$ cat src/rtl/bird_sprite_render_if.sv
// Signal bundle between the VGA timing/physics side and the bird sprite
// renderer, including the bird ROM address/data pair.
// master: drives pixel stream, bird position, game events and ROM data.
// slave : the renderer (bird_sprite_render).
interface bird_sprite_render_if;
   logic        frame_start;
   logic [9:0]  pix_x;
   logic [9:0]  pix_y;
   logic        video_on;
   logic [9:0]  bird_x;
   logic [9:0]  bird_y;
   logic [11:0] bg_rgb;
   logic        hit;
   logic        restart;
   logic [4:0]  rom_row;
   logic [4:0]  rom_col;
   logic [11:0] rom_pixel;
   logic [11:0] rgb;
   logic        bird_on;
   logic        video_on_d;

   modport master (
      output frame_start, pix_x, pix_y, video_on, bird_x, bird_y, bg_rgb,
             hit, restart, rom_pixel,
      input  rom_row, rom_col, rgb, bird_on, video_on_d
   );

   modport slave (
      input  frame_start, pix_x, pix_y, video_on, bird_x, bird_y, bg_rgb,
             hit, restart, rom_pixel,
      output rom_row, rom_col, rgb, bird_on, video_on_d
   );
endinterface

$ cat src/rtl/bird_sprite_render.sv
// Bird sprite renderer: latches bird position per frame, addresses the
// 24x24 bird ROM, absorbs its 1-cycle read latency and overlays the bird
// on the background with a fixed 3-clock latency. Also runs the bird life
// FSM (ALIVE / FLASH / DEAD).
// Optional feature macro: BIRD_TRANSPARENCY_EN (pixels equal to KEY_COLOR
// show the background instead of the bird).
module bird_sprite_render #(
   parameter int          SPRITE_W     = 24,
   parameter int          SPRITE_H     = 24,
   parameter int          FLASH_FRAMES = 32,
   parameter logic [11:0] KEY_COLOR    = 12'h000,
   parameter logic [11:0] DEAD_COLOR   = 12'h888
) (
   input  logic                  clk,
   input  logic                  rst_n,
   bird_sprite_render_if.slave   bus
);

   localparam int CW = (FLASH_FRAMES > 8) ? $clog2(FLASH_FRAMES) : 3;

   typedef enum logic [1:0] {ST_ALIVE, ST_FLASH, ST_DEAD} state_t;

   state_t          r_state;
   logic [CW-1:0]   r_flash_cnt;
   logic            r_hit_p;
   logic            r_rst_p;
   logic [9:0]      r_bx;
   logic [9:0]      r_by;

   logic            r_in1, r_von1;
   logic [11:0]     r_bg1;
   logic            r_in2, r_von2;
   logic [11:0]     r_bg2;

   logic [10:0]     w_x_end, w_y_end;
   logic            w_in_box;
   logic [4:0]      w_col, w_row;
   logic            w_hit_e, w_rst_e;
   logic            w_vis, w_opaque;

   // 11-bit bounds so a sprite near 1023 clips instead of wrapping to 0
   assign w_x_end  = {1'b0, r_bx} + 11'(SPRITE_W);
   assign w_y_end  = {1'b0, r_by} + 11'(SPRITE_H);
   assign w_in_box = ({1'b0, bus.pix_x} >= {1'b0, r_bx}) && ({1'b0, bus.pix_x} < w_x_end) &&
                     ({1'b0, bus.pix_y} >= {1'b0, r_by}) && ({1'b0, bus.pix_y} < w_y_end);
   // low 5 bits of the offset only depend on the low 5 bits of each operand
   assign w_col    = bus.pix_x[4:0] - r_bx[4:0];
   assign w_row    = bus.pix_y[4:0] - r_by[4:0];

   // events arriving on the frame_start cycle itself count at that frame_start
   assign w_hit_e  = r_hit_p | bus.hit;
   assign w_rst_e  = r_rst_p | bus.restart;

   assign w_vis    = r_in2 && !(r_state == ST_FLASH && r_flash_cnt[2]);

`ifdef BIRD_TRANSPARENCY_EN
   assign w_opaque = (bus.rom_pixel != KEY_COLOR);
`else
   // key colour only matters with transparency enabled
   logic [11:0] w_unused_key;
   assign w_unused_key = KEY_COLOR;
   assign w_opaque     = 1'b1;
`endif

   // Life FSM, position latch and hit/restart pending flags
   always_ff @(posedge clk or negedge rst_n) begin
      if (!rst_n) begin
         r_state     <= ST_ALIVE;
         r_flash_cnt <= '0;
         r_hit_p     <= 1'b0;
         r_rst_p     <= 1'b0;
         r_bx        <= '0;
         r_by        <= '0;
      end else if (bus.frame_start) begin
         r_bx    <= bus.bird_x;
         r_by    <= bus.bird_y;
         r_hit_p <= 1'b0;
         r_rst_p <= 1'b0;
         if (w_rst_e) begin
            r_state     <= ST_ALIVE;
            r_flash_cnt <= '0;
         end else begin
            case (r_state)
               ST_ALIVE: if (w_hit_e) begin
                  r_state     <= ST_FLASH;
                  r_flash_cnt <= '0;
               end
               ST_FLASH: if (r_flash_cnt == CW'(FLASH_FRAMES - 1)) r_state <= ST_DEAD;
                         else r_flash_cnt <= r_flash_cnt + CW'(1);
               default:  r_state <= ST_DEAD;
            endcase
         end
      end else begin
         r_hit_p <= r_hit_p | bus.hit;
         r_rst_p <= r_rst_p | bus.restart;
      end
   end

   // Stage 1: ROM address generation and box test
   always_ff @(posedge clk or negedge rst_n) begin
      if (!rst_n) begin
         bus.rom_row <= '0;
         bus.rom_col <= '0;
         r_in1       <= 1'b0;
         r_von1      <= 1'b0;
         r_bg1       <= '0;
      end else begin
         bus.rom_row <= w_in_box ? w_row : '0;
         bus.rom_col <= w_in_box ? w_col : '0;
         r_in1       <= w_in_box;
         r_von1      <= bus.video_on;
         r_bg1       <= bus.bg_rgb;
      end
   end

   // Stage 2: wait out the ROM read latency
   always_ff @(posedge clk or negedge rst_n) begin
      if (!rst_n) begin
         r_in2  <= 1'b0;
         r_von2 <= 1'b0;
         r_bg2  <= '0;
      end else begin
         r_in2  <= r_in1;
         r_von2 <= r_von1;
         r_bg2  <= r_bg1;
      end
   end

   // Stage 3: bird-over-background mux into the output registers
   always_ff @(posedge clk or negedge rst_n) begin
      if (!rst_n) begin
         bus.rgb        <= '0;
         bus.bird_on    <= 1'b0;
         bus.video_on_d <= 1'b0;
      end else begin
         bus.video_on_d <= r_von2;
         if (!r_von2) begin
            bus.rgb     <= '0;
            bus.bird_on <= 1'b0;
         end else if (w_vis && w_opaque) begin
            bus.rgb     <= (r_state == ST_DEAD) ? DEAD_COLOR : bus.rom_pixel;
            bus.bird_on <= 1'b1;
         end else begin
            bus.rgb     <= r_bg2;
            bus.bird_on <= 1'b0;
         end
      end
   end

endmodule

$ cat src/flat_wrapper.sv
// flat-port wrapper written by rule: the top's interface ports become plain ports
module bird_sprite_render_flat 
#(
   parameter int          SPRITE_W     = 24,
   parameter int          SPRITE_H     = 24,
   parameter int          FLASH_FRAMES = 32,
   parameter logic [11:0] KEY_COLOR    = 12'h000,
   parameter logic [11:0] DEAD_COLOR   = 12'h888
)
  (clk, rst_n, bus_frame_start, bus_pix_x, bus_pix_y, bus_video_on, bus_bird_x, bus_bird_y, bus_bg_rgb, bus_hit, bus_restart, bus_rom_pixel, bus_rom_row, bus_rom_col, bus_rgb, bus_bird_on, bus_video_on_d);
  bird_sprite_render_if bus_i ();
  input  logic clk;
  input  logic rst_n;
  input wire logic [$bits(bus_i.frame_start)-1:0] bus_frame_start;
  input wire logic [$bits(bus_i.pix_x)-1:0] bus_pix_x;
  input wire logic [$bits(bus_i.pix_y)-1:0] bus_pix_y;
  input wire logic [$bits(bus_i.video_on)-1:0] bus_video_on;
  input wire logic [$bits(bus_i.bird_x)-1:0] bus_bird_x;
  input wire logic [$bits(bus_i.bird_y)-1:0] bus_bird_y;
  input wire logic [$bits(bus_i.bg_rgb)-1:0] bus_bg_rgb;
  input wire logic [$bits(bus_i.hit)-1:0] bus_hit;
  input wire logic [$bits(bus_i.restart)-1:0] bus_restart;
  input wire logic [$bits(bus_i.rom_pixel)-1:0] bus_rom_pixel;
  output wire logic [$bits(bus_i.rom_row)-1:0] bus_rom_row;
  output wire logic [$bits(bus_i.rom_col)-1:0] bus_rom_col;
  output wire logic [$bits(bus_i.rgb)-1:0] bus_rgb;
  output wire logic [$bits(bus_i.bird_on)-1:0] bus_bird_on;
  output wire logic [$bits(bus_i.video_on_d)-1:0] bus_video_on_d;
  assign bus_i.frame_start = bus_frame_start;
  assign bus_i.pix_x = bus_pix_x;
  assign bus_i.pix_y = bus_pix_y;
  assign bus_i.video_on = bus_video_on;
  assign bus_i.bird_x = bus_bird_x;
  assign bus_i.bird_y = bus_bird_y;
  assign bus_i.bg_rgb = bus_bg_rgb;
  assign bus_i.hit = bus_hit;
  assign bus_i.restart = bus_restart;
  assign bus_i.rom_pixel = bus_rom_pixel;
  assign bus_rom_row = bus_i.rom_row;
  assign bus_rom_col = bus_i.rom_col;
  assign bus_rgb = bus_i.rgb;
  assign bus_bird_on = bus_i.bird_on;
  assign bus_video_on_d = bus_i.video_on_d;
  bird_sprite_render #(.SPRITE_W(SPRITE_W), .SPRITE_H(SPRITE_H), .FLASH_FRAMES(FLASH_FRAMES), .KEY_COLOR(KEY_COLOR), .DEAD_COLOR(DEAD_COLOR)) u_core (.clk(clk), .rst_n(rst_n), .bus(bus_i));
endmodule
$ cat config.mk
export PLATFORM = sky130hd
export DESIGN_NAME = bird_sprite_render_flat
export DESIGN_NICKNAME = d
export VERILOG_FILES = /design/src/rtl/bird_sprite_render_if.sv /design/src/rtl/bird_sprite_render.sv /design/src/flat_wrapper.sv
export SDC_FILE = /design/constraint.sdc
export NUM_CORES = 1
export LEC_CHECK = 0
export ABC_AREA = 1
export CAP_MARGIN = 25
export CORE_ASPECT_RATIO = 2
export CORE_MARGIN = 2
export CORE_UTILIZATION = 45
export CTS_CLUSTER_DIAMETER = 150
export DETAILED_ROUTE_END_ITERATION = 7
export PLACE_DENSITY_LB_ADDON = 0.25
export SYNTH_ARGS = -nofsm -noshare
export SYNTH_HDL_FRONTEND = slang
export SYNTH_SLANG_ARGS = --single-unit
$ cat constraint.sdc
create_clock -name clk -period 3 [get_ports clk]
set_input_delay 0.6 -clock clk [delete_from_list [all_inputs] [get_ports clk]]
set_output_delay 0.6 -clock clk [all_outputs]
set_load 0.02 [all_outputs]
After elaboration in Yosys (flattened, before gate mapping)

Index checks and enable logic that the tools add are counted.

Register bits after elaboration: 81
Bits of input ports: 70
Output and inout port bits: 24

Add/subtract/negate cells: 5
Magnitude comparators: 4
Equality and inequality tests: 6
Muxes and demuxes: 17
Bitwise operators: 2
Reduce and logical (&&, ||, !) cells: 10

Operator list:

| operator              | count |
|---|---|
| $mux 12               | 3 |
| $mux 5                | 5 |
| $add 10x5->11 const B | 2 |
| $lt 10x11->1          | 2 |
| $ge 10x10->1          | 2 |
| $pmux 5 s2            | 1 |
| $sub 5x5->5           | 2 |
| $mux 2                | 3 |
| $ne 3x2->1 const B    | 2 |
| $add 5x1->5 const B   | 1 |
| $eq 5x5->1 const B    | 1 |
| $logic_and 1x1->1     | 5 |
| $mux 1                | 4 |
| $pmux 2 s2            | 1 |
| $reduce_and 4->1      | 1 |
| $ne 3x1->1 const B    | 1 |
| $reduce_and 3->1      | 1 |
| $reduce_bool 3->1     | 1 |
| $eq 2x1->1 const B    | 1 |
| $eq 2x2->1 const B    | 1 |
| $logic_not 2->1       | 1 |
| $or 1x1->1            | 2 |
| $logic_not 1->1       | 1 |

Depth between registers and ports, before layout

Gate-level depths: netlist (run 1).

Depth after elaboration: 6
Gate-level depth with buffers: 15
Mapped depth without buffers: 14

Least setup slack after synthesis (run 1)

No wires, ideal clock.

Path kind: register to register
Start point: register u_core.r_bx[3]
End point: register u_core.bus.rom_col[1]
Setup time: 0.080 ns
Arrival time: 2.256 ns
Data required time: 2.920 ns
Slack: 0.664 ns
Stages on the path, launching flop included: 14
Buffers on the path: 1
Clock period less this slack: 2.336 ns
Cells stage by stage: dfrtp_1 -> inv_1 -> ha_1 -> or2_2 -> nor3_1 -> xor2_1 -> ha_1 -> and3_1 -> nand3_1 -> nor2_1 -> nor2_1 -> nand3_1 -> buf_2 -> nor3_2

Word-level cells in the longest chain between the ends: 6
Elaborated cells between the ends (all ways): 7
Classes of those cells: add/sub: 1; order compare: 2; mux: 1; reduce/logical: 3

RTL lines:

| what                              | line                        | source |
|---|---|---|
| start, declared                   | bird_sprite_render.sv:27    | `logic [9:0] r_bx;` |
| start signal, assigned            | bird_sprite_render.sv:75    | `r_bx <= bus.bird_x;` |
| $add 10x5->11                     | bird_sprite_render.sv:42    | `assign w_x_end = {1'b0, r_bx} + 11'(SPRITE_W);` |
| $lt 10x11->1                      | bird_sprite_render.sv:44    | `assign w_in_box = ({1'b0, bus.pix_x} >= {1'b0, r_bx}) && ({1'b0, bus.pix_x} < w_x_end) &&` |
| $logic_and 1x1->1 * (2 in series) | bird_sprite_render.sv:44    |  |
| $logic_and 1x1->1 *               | bird_sprite_render.sv:45    | `({1'b0, bus.pix_y} >= {1'b0, r_by}) && ({1'b0, bus.pix_y} < w_y_end);` |
| $mux 5 *                          | bird_sprite_render.sv:109   | `bus.rom_col <= w_in_box ? w_col : '0;` |
| end signal, assigned              | bird_sprite_render.sv:109   |  |
| end, declared                     | bird_sprite_render_if.sv:31 | `output rom_row, rom_col, rgb, bird_on, video_on_d` |

Every way passes the cells marked *; elsewhere a longest branch is shown, timed or not.
A chain may end at the register's enable or synchronous reset.

Worst setup path in the final report (run 1)

Start point: register u_core.r_bx[3]
End point: register u_core.bus.rom_row[3]

Word-level cells in the longest chain between the ends: 6
Elaborated cells between the ends (all ways): 7
Classes of those cells: add/sub: 1; order compare: 2; mux: 1; reduce/logical: 3

RTL lines:

| what                              | line                        | source |
|---|---|---|
| $add 10x5->11                     | bird_sprite_render.sv:42    |  |
| $lt 10x11->1                      | bird_sprite_render.sv:44    |  |
| $logic_and 1x1->1 * (2 in series) | bird_sprite_render.sv:44    |  |
| $logic_and 1x1->1 *               | bird_sprite_render.sv:45    |  |
| $mux 5 *                          | bird_sprite_render.sv:108   | `bus.rom_row <= w_in_box ? w_row : '0;` |
| end signal, assigned              | bird_sprite_render.sv:108   |  |
| end, declared                     | bird_sprite_render_if.sv:31 |  |

Marks and branches as above.

==> flow_summary.toml, run 1 <==
[sta]
slew_headroom_pct = 65.4
skew_ns = 0.00907
fin_crit_ns = 2.76
tns_ns = 0
finalSetupViolCount = 0
grt_setup_unrepaired = "no"
hold_violations = 0
slew_violations = 0
fmax_ghz = 0.362
period_share_pct = 92.1
hold_slack_ns = 0.119
worstMarginPinSlew_ns = 0.517

[synthesis]
syn_inst = 424
synth_area_um2 = 3990
synth_edf_count = 0
yosys_most_used_dff = "dfrtp_1"
synth.most_common_cell = "nand2_1"
yosysTopAreaCell = "dfrtp_1"
ys_types = 30
synth_commonest_cells = "nand2_1, dfrtp_1, inv_1"
syn-num-nets = 534
ys_warn_count = 0
seq_area_frac_synth_pct = 50.8
synthTopCellsByArea = "dfrtp_1, ha_1, nand2_1"
syn_avg_cell_area_um2 = 9.41
synth_seq_cells = 81
netlist.area_leader.share_pct = 50.8
async_reset_ff_share_pct = 100

[critical_path]
arrival_ns = 3.01
r2r_slack_ns = 0.24
worstPathRequired_ns = 3.25
cp-end-kind = "flop"
path_class = "flop to flop"
crit_fanout = 6
regToRegStartpoint = "u_core.r_bx[3]"
r2r_cells = 13
startpoint_type = "flop"
worstReg2RegEnd = "u_core.bus.rom_row[3]"

[clocking]
htreeDepth = 3
cts.clk_slew.worst_paths_ns = 0.07
cts_tree = "done"
post_cts_resize_count = 0
holdBufCountCts = 0
clk_latency_ns = 0.33
cts_buffers = 9
cts.sink_count = 81
cts_max_path_buffers = 2
clockRootBuffer = "clkbuf_16"
postCtsSetupRepairBufs = 0

[detailed_routing]
drc = 0
wl_per_cell_um = 13.9
final_antenna_net_count = 0
drt-pass1-iter-count = 4
wl_um = 8710
vias = 3176
routed_via_density = 5.07
drtIter0Drc = 87

[floorplanning]
row_count = 48
io_pins = 94
die_w_um = 70.6
die_area_um2 = 9680
die_h_um = 137
core_um2 = 8650
initial_utilization_pct = 46.1

[final_layout]
nNetsFinal = 632
diodes = 0
drive_above_1_share_pct = 7.21
final_util_pct = 62.0
area_growth_syn_to_layout_pct = 34.5

[power_and_ir_drop]
p_total_mw = 2.95
ir_drop_v = 0.000372
p_leak_nw = 2.60
powerDensity_nw_per_um2 = 551

[placed_design]
numPortBuffers = 93
gp_congestion = 0.843
dp_hpwl_um = 6790

[global_routing]
grt_start_max_net_pins = 82
grt_pass1_vias = 3246
grt_pass1_wl_um = 14400
antenna_found_initial = 0
gr-usage-all-layers_pct = 19.3
grt_overflow_total = 0

[status]
status = "completed"

[hold_path]
hold_path_class = "input pin to asynchronous set/reset pin"

[job]
cap_viol_max_count = 0
cell usage in the layout (no fill, tap or decap):
| cell type | instances |
|---|---|
| a22oi_1 | 1 |
| ha_1 | 38 |
| o211ai_1 | 1 |
| nand3_1 | 31 |
| clkbuf_16 | 9 |
| buf_12 | 1 |
| or2_2 | 2 |
| nor3_1 | 5 |
| o21a_1 | 1 |
| a21oi_1 | 15 |
| inv_1 | 47 |
| o22ai_1 | 1 |
| a31oi_1 | 2 |
| fa_1 | 2 |
| inv_2 | 2 |
| inv_8 | 1 |
| nand4_1 | 2 |
| buf_16 | 1 |
| xor2_1 | 12 |
| a21o_1 | 2 |
| nor3_2 | 9 |
| xnor2_1 | 2 |
| o21ai_0 | 35 |
| and3_1 | 1 |
| mux2_2 | 2 |
| clkinv_1 | 1 |
| dfrtp_1 | 81 |
| nand2_1 | 88 |
| clkinvlp_4 | 2 |
| bufinv_16 | 1 |
| buf_4 | 3 |
| nor2_2 | 2 |
| inv_6 | 3 |
| nor2_1 | 28 |
| clkdlybuf4s50_1 | 92 |
| mux2i_1 | 1 |
state kept, by name (all words and copies together) (netlist names), 2 cells and up:
register            flops
u_core.r_flash_cnt      5
u_core.r_state          2
u_core.bus.rom_row      5
u_core.r_by            10
u_core.r_bg1           12
u_core.r_bx            10
u_core.bus.rgb         12
u_core.r_bg2           12
u_core.bus.rom_col      5
worst max-delay path, stage by stage, from the launching register on:
cell	delay, ns
dfrtp_1	0.37
inv_1	0.08
ha_1	0.21
or2_2	0.33
nor3_1	0.20
xor2_1	0.20
ha_1	0.28
and3_1	0.20
nand3_1	0.08
nor2_1	0.04
nor2_1	0.11
nand3_1	0.22
buf_4	0.25
nor3_2	0.10
cell type report:
cell class                 count  area [um2]
clock buffer                   9         225
clock inverter                 7        82.6
fill                         773        3280
inverter                      50         188
multi-input combinational    283        1730
sequential                    81        2030
tap                          100         125
timing repair buffer          97         991
per-stage QoR:
step | area [um2] | std cells | setup slack (ns)
3_3_place_gp | 5030 | 610 | 0.380
5_1_grt | 5370 | 627 | 0.0336
3_5_place_dp | 5030 | 610 | 0.225
4_1_cts | 5340 | 626 | 0.198
2_1_floorplan | 3990 | 424 | 0.664
6_report | 5370 | 627 | 0.237
metal layers:
| layer | wire [um] | track usage (%) | part of all wire, % | up-vias |
|---|---|---|---|---|
| met5 | 0 | 0 | 0 | - |
| met4 | 192 | 7.55 | 2.2 | 0 |
| met3 | 343 | 4.05 | 3.9 | 15 |
| met2 | 5060 | 38.2 | 58 | 81 |
| met1 | 3110 | 18.9 | 36 | 1506 |
| li1 | - | - | - | 1574 |
cell families (layout without fill, tap and decap cells):
| logic type | after synthesis | in the layout | synth area share [%] |
|---|---|---|---|
| AOI/OAI and AO/OA | 58 | 58 | 7.69 |
| xor gates and xnor gates | 14 | 14 | 3.07 |
| adders and majority gates | 40 | 40 | 12.9 |
| buffers and inverters | 60 | 163 | 5.90 |
| DFF | 81 | 81 | 50.8 |
| muxes | 3 | 3 | 0.816 |
| and+or+nand+nor | 168 | 168 | 18.8 |
worst max path at each step:
stage,start,end,slack (ns),cells after the start
3_5_place_dp,u_core.r_bx[3],u_core.bus.rom_row[3],0.23,13
6_report,u_core.r_bx[3],u_core.bus.rom_row[3],0.24,13
4_1_cts,u_core.r_bx[3],u_core.bus.rom_row[3],0.20,13
2_1_floorplan,u_core.r_bx[3],u_core.bus.rom_col[1],0.66,13
5_1_grt,u_core.r_bx[3],u_core.bus.rom_row[1],0.03,13
3_3_place_gp,bus_pix_x[0],u_core.r_in1,0.38,12
power breakdown:
| group | switching [mW] | internal, mW | total (mW) |
|---|---|---|---|
| clock | 0.459 | 0.659 | 1.12 |
| combinational | 0.346 | 0.283 | 0.629 |
| sequential | 0.0363 | 1.17 | 1.21 |
| total | 0.841 | 2.11 | 2.95 |
(Power assumes the default switching activity.)
==> run 2: changes to the inputs <==
--- a/config.mk
+++ b/config.mk
@@ -6,6 +6,7 @@
 export NUM_CORES = 1
 export LEC_CHECK = 0
 export ABC_AREA = 1
+export ABC_CLOCK_PERIOD_IN_PS = 3000
 export CAP_MARGIN = 25
 export CORE_ASPECT_RATIO = 2
 export CORE_MARGIN = 2
==> results of run 2 <==
No change in the layout: final DEF, timing and power equal those of run 1.
==> run 3: changes to the inputs <==
--- a/config.mk
+++ b/config.mk
@@ -14,6 +14,7 @@
 export CTS_CLUSTER_DIAMETER = 150
 export DETAILED_ROUTE_END_ITERATION = 7
 export PLACE_DENSITY_LB_ADDON = 0.25
+export REMOVE_ABC_BUFFERS = 1
 export SYNTH_ARGS = -nofsm -noshare
 export SYNTH_HDL_FRONTEND = slang
 export SYNTH_SLANG_ARGS = --single-unit
==> run 3 against run 2 <==
Effect of this change:
- first-iteration DRC count increased by 52%
- routed wire length increased by 0.23%
- die area unchanged
- flip-flop and latch count unchanged
- clock skew decreased by 0.0037 ns
- clock power about the same
- sequential power about the same
- sequential share of layout area increased by 0.11 points
- power decreased by 0.69%
- worst setup slack improved by 0.19 ns
- non-clock buffer count increased by 1
==> flow_summary.toml, run 3 (synthesis gave the netlist of run 1 again) <==
[placed_design]
numPortBuffers = 93
dp_hpwl_um = 6790
placed_cells = 612
dp_slack_ns = 0.401
gp_congestion = 0.812

[sta]
hold_slack_ns = 0.258
slew_headroom_pct = 61.0
fin_crit_ns = 2.57
layout_setup_ws_ns = 0.425
slew_violations = 0
grt_setup_unrepaired = "no"
worstMarginPinSlew_ns = 0.585
fmax_ghz = 0.388
finalSetupViolCount = 0
skew_ns = 0.00537
tns_ns = 0
period_share_pct = 85.8
hold_violations = 0

[clocking]
htreeDepth = 3
post_cts_resize_count = 0
clockRootBuffer = "clkbuf_16"
clk_latency_ns = 0.33
holdBufCountCts = 0
cts.sink_count = 81
cts.clk_slew.worst_paths_ns = 0.06
cts_tree = "done"
cts_buffers = 9
postCtsSetupRepairBufs = 0
cts_max_path_buffers = 2

[job]
cap_viol_max_count = 0

[global_routing]
grt_pass1_wl_um = 14500
gr-usage-all-layers_pct = 19.4
grt_pass1_vias = 3202
grt_start_max_net_pins = 46
grt_overflow_total = 0
antenna_found_initial = 0

[critical_path]
arrival_ns = 2.77
r2r_cells = 14
startpoint_type = "flop"
r2r_slack_ns = 0.43
cp-end-kind = "flop"
worstReg2RegEnd = "u_core.bus.rom_col[4]"
regToRegStartpoint = "u_core.r_by[3]"
path_class = "flop to flop"
worstPathRequired_ns = 3.19
crit_fanout = 11

[final_layout]
nNetsFinal = 633
regArea_um2 = 2030
nFillCells = 752
final_common_cell = "clkdlybuf4s50_1"
finalNonFillerCells = 628
multi_input_area_um2 = 1730
final_cell_mix = "clkdlybuf4s50_1, nand2_1, dfrtp_1"
drive_above_1_share_pct = 7.39
area_growth_syn_to_layout_pct = 34.1
diodes = 0
reg_top3 = "u_core.bus.rgb (12), u_core.r_bg1 (12), u_core.r_bg2 (12)"

[power_and_ir_drop]
p_int_mw = 2.12
powerDensity_nw_per_um2 = 548
power_frac_clock_pct = 37.4
ir_drop_v = 0.000302
p_leak_nw = 2.60
switchingPower_mw = 0.814
p_seq_share_pct = 41.1
p_sw_share_pct = 27.7
comb_power_share_pct = 21.5

[detailed_routing]
routed_via_density = 5.01
wl_um = 8730
top_layer_used = "met4"
drt-pass1-iter-count = 5
final_antenna_net_count = 0
vias = 3144
dr_wl_met2_um = 4880
met3_length_um = 373
drc = 0
wl_per_cell_um = 13.9
drtIter0Drc = 132
wl_met1_um = 3260

[floorplanning]
initial_utilization_pct = 46.1
core_um2 = 8650
die_w_um = 70.6
io_pins = 94
die_area_um2 = 9680
row_count = 48
die_h_um = 137

[status]
status = "completed"

[hold_path]
hold_path_class = "input pin to asynchronous set/reset pin"
[run 3: cell count changes in the layout (fill, tap and decap cells not counted), sizes merged]
cell,delta
clkinvlp,-1
clkinv,+3
inv,-3
clkbuf,+1
buf,+1
[run 3: layout make-up]
cell class	count	area share, %
clock buffers	10	4.47
clock inverters	6	1.22
inverters	50	3.51
multi-input cells	283	32.3
flip-flops and latches	81	37.9
well taps	100	2.34
repair buffers	98	18.3
[run 3: routing by layer]
layer / global-route usage, % / vias to the layer above
met1: 21.1 / 1476
met3: 3.46 / 18
li1: - / 1571
met4: 8.91 / 0
met5: 0 / -
met2: 35.8 / 79
[run 3: power by group through the flow]
| stage | combinational, mW | sequential (mW) | clock [mW] |
|---|---|---|---|
| after global placement | 0.623 | 1.22 | 0 |
| after CTS | 0.639 | 1.21 | 1.12 |
| final | 0.631 | 1.21 | 1.10 |
| after global routing | 0.714 | 1.21 | 1.16 |
| after floorplan | 0.324 | 1.25 | 0 |
| after detailed placement | 0.635 | 1.23 | 0 |
[run 3: worst max-delay path by stage]
stage	slack, ns	endpoint	startpoint
after floorplan	0.46	u_core.bus.rom_col[4]	u_core.r_bx[3]
after global placement	0.50	u_core.bus.rom_col[4]	u_core.r_by[3]
after detailed placement	0.40	u_core.bus.rom_col[4]	u_core.r_by[3]
after CTS	0.41	u_core.bus.rom_row[2]	u_core.r_by[3]
after global routing	0.15	u_core.bus.rom_row[0]	u_core.r_bx[3]
final	0.43	u_core.bus.rom_col[4]	u_core.r_by[3]
[run 3: critical path, stage by stage, from the launching register on]
cell	delay, ns
dfrtp_1	0.36
inv_1	0.08
ha_1	0.22
or2_2	0.33
nor2_1	0.12
xor2_1	0.16
inv_1	0.06
ha_1	0.27
nand2_1	0.04
inv_1	0.05
nand3_1	0.10
nor2_1	0.10
nor2_1	0.04
nand2_1	0.39
nor3_1	0.12
[run 3: per-stage QoR]
stage | utilization, % | area (um2) | total power, mW
3_3_place_gp | 58.3 | 5040 | 1.85
4_1_cts | 61.8 | 5350 | 2.96
5_1_grt | 61.8 | 5350 | 3.09
6_report | 61.8 | 5350 | 2.93
3_5_place_dp | 58.3 | 5040 | 1.86
2_1_floorplan | - | 3940 | 1.58
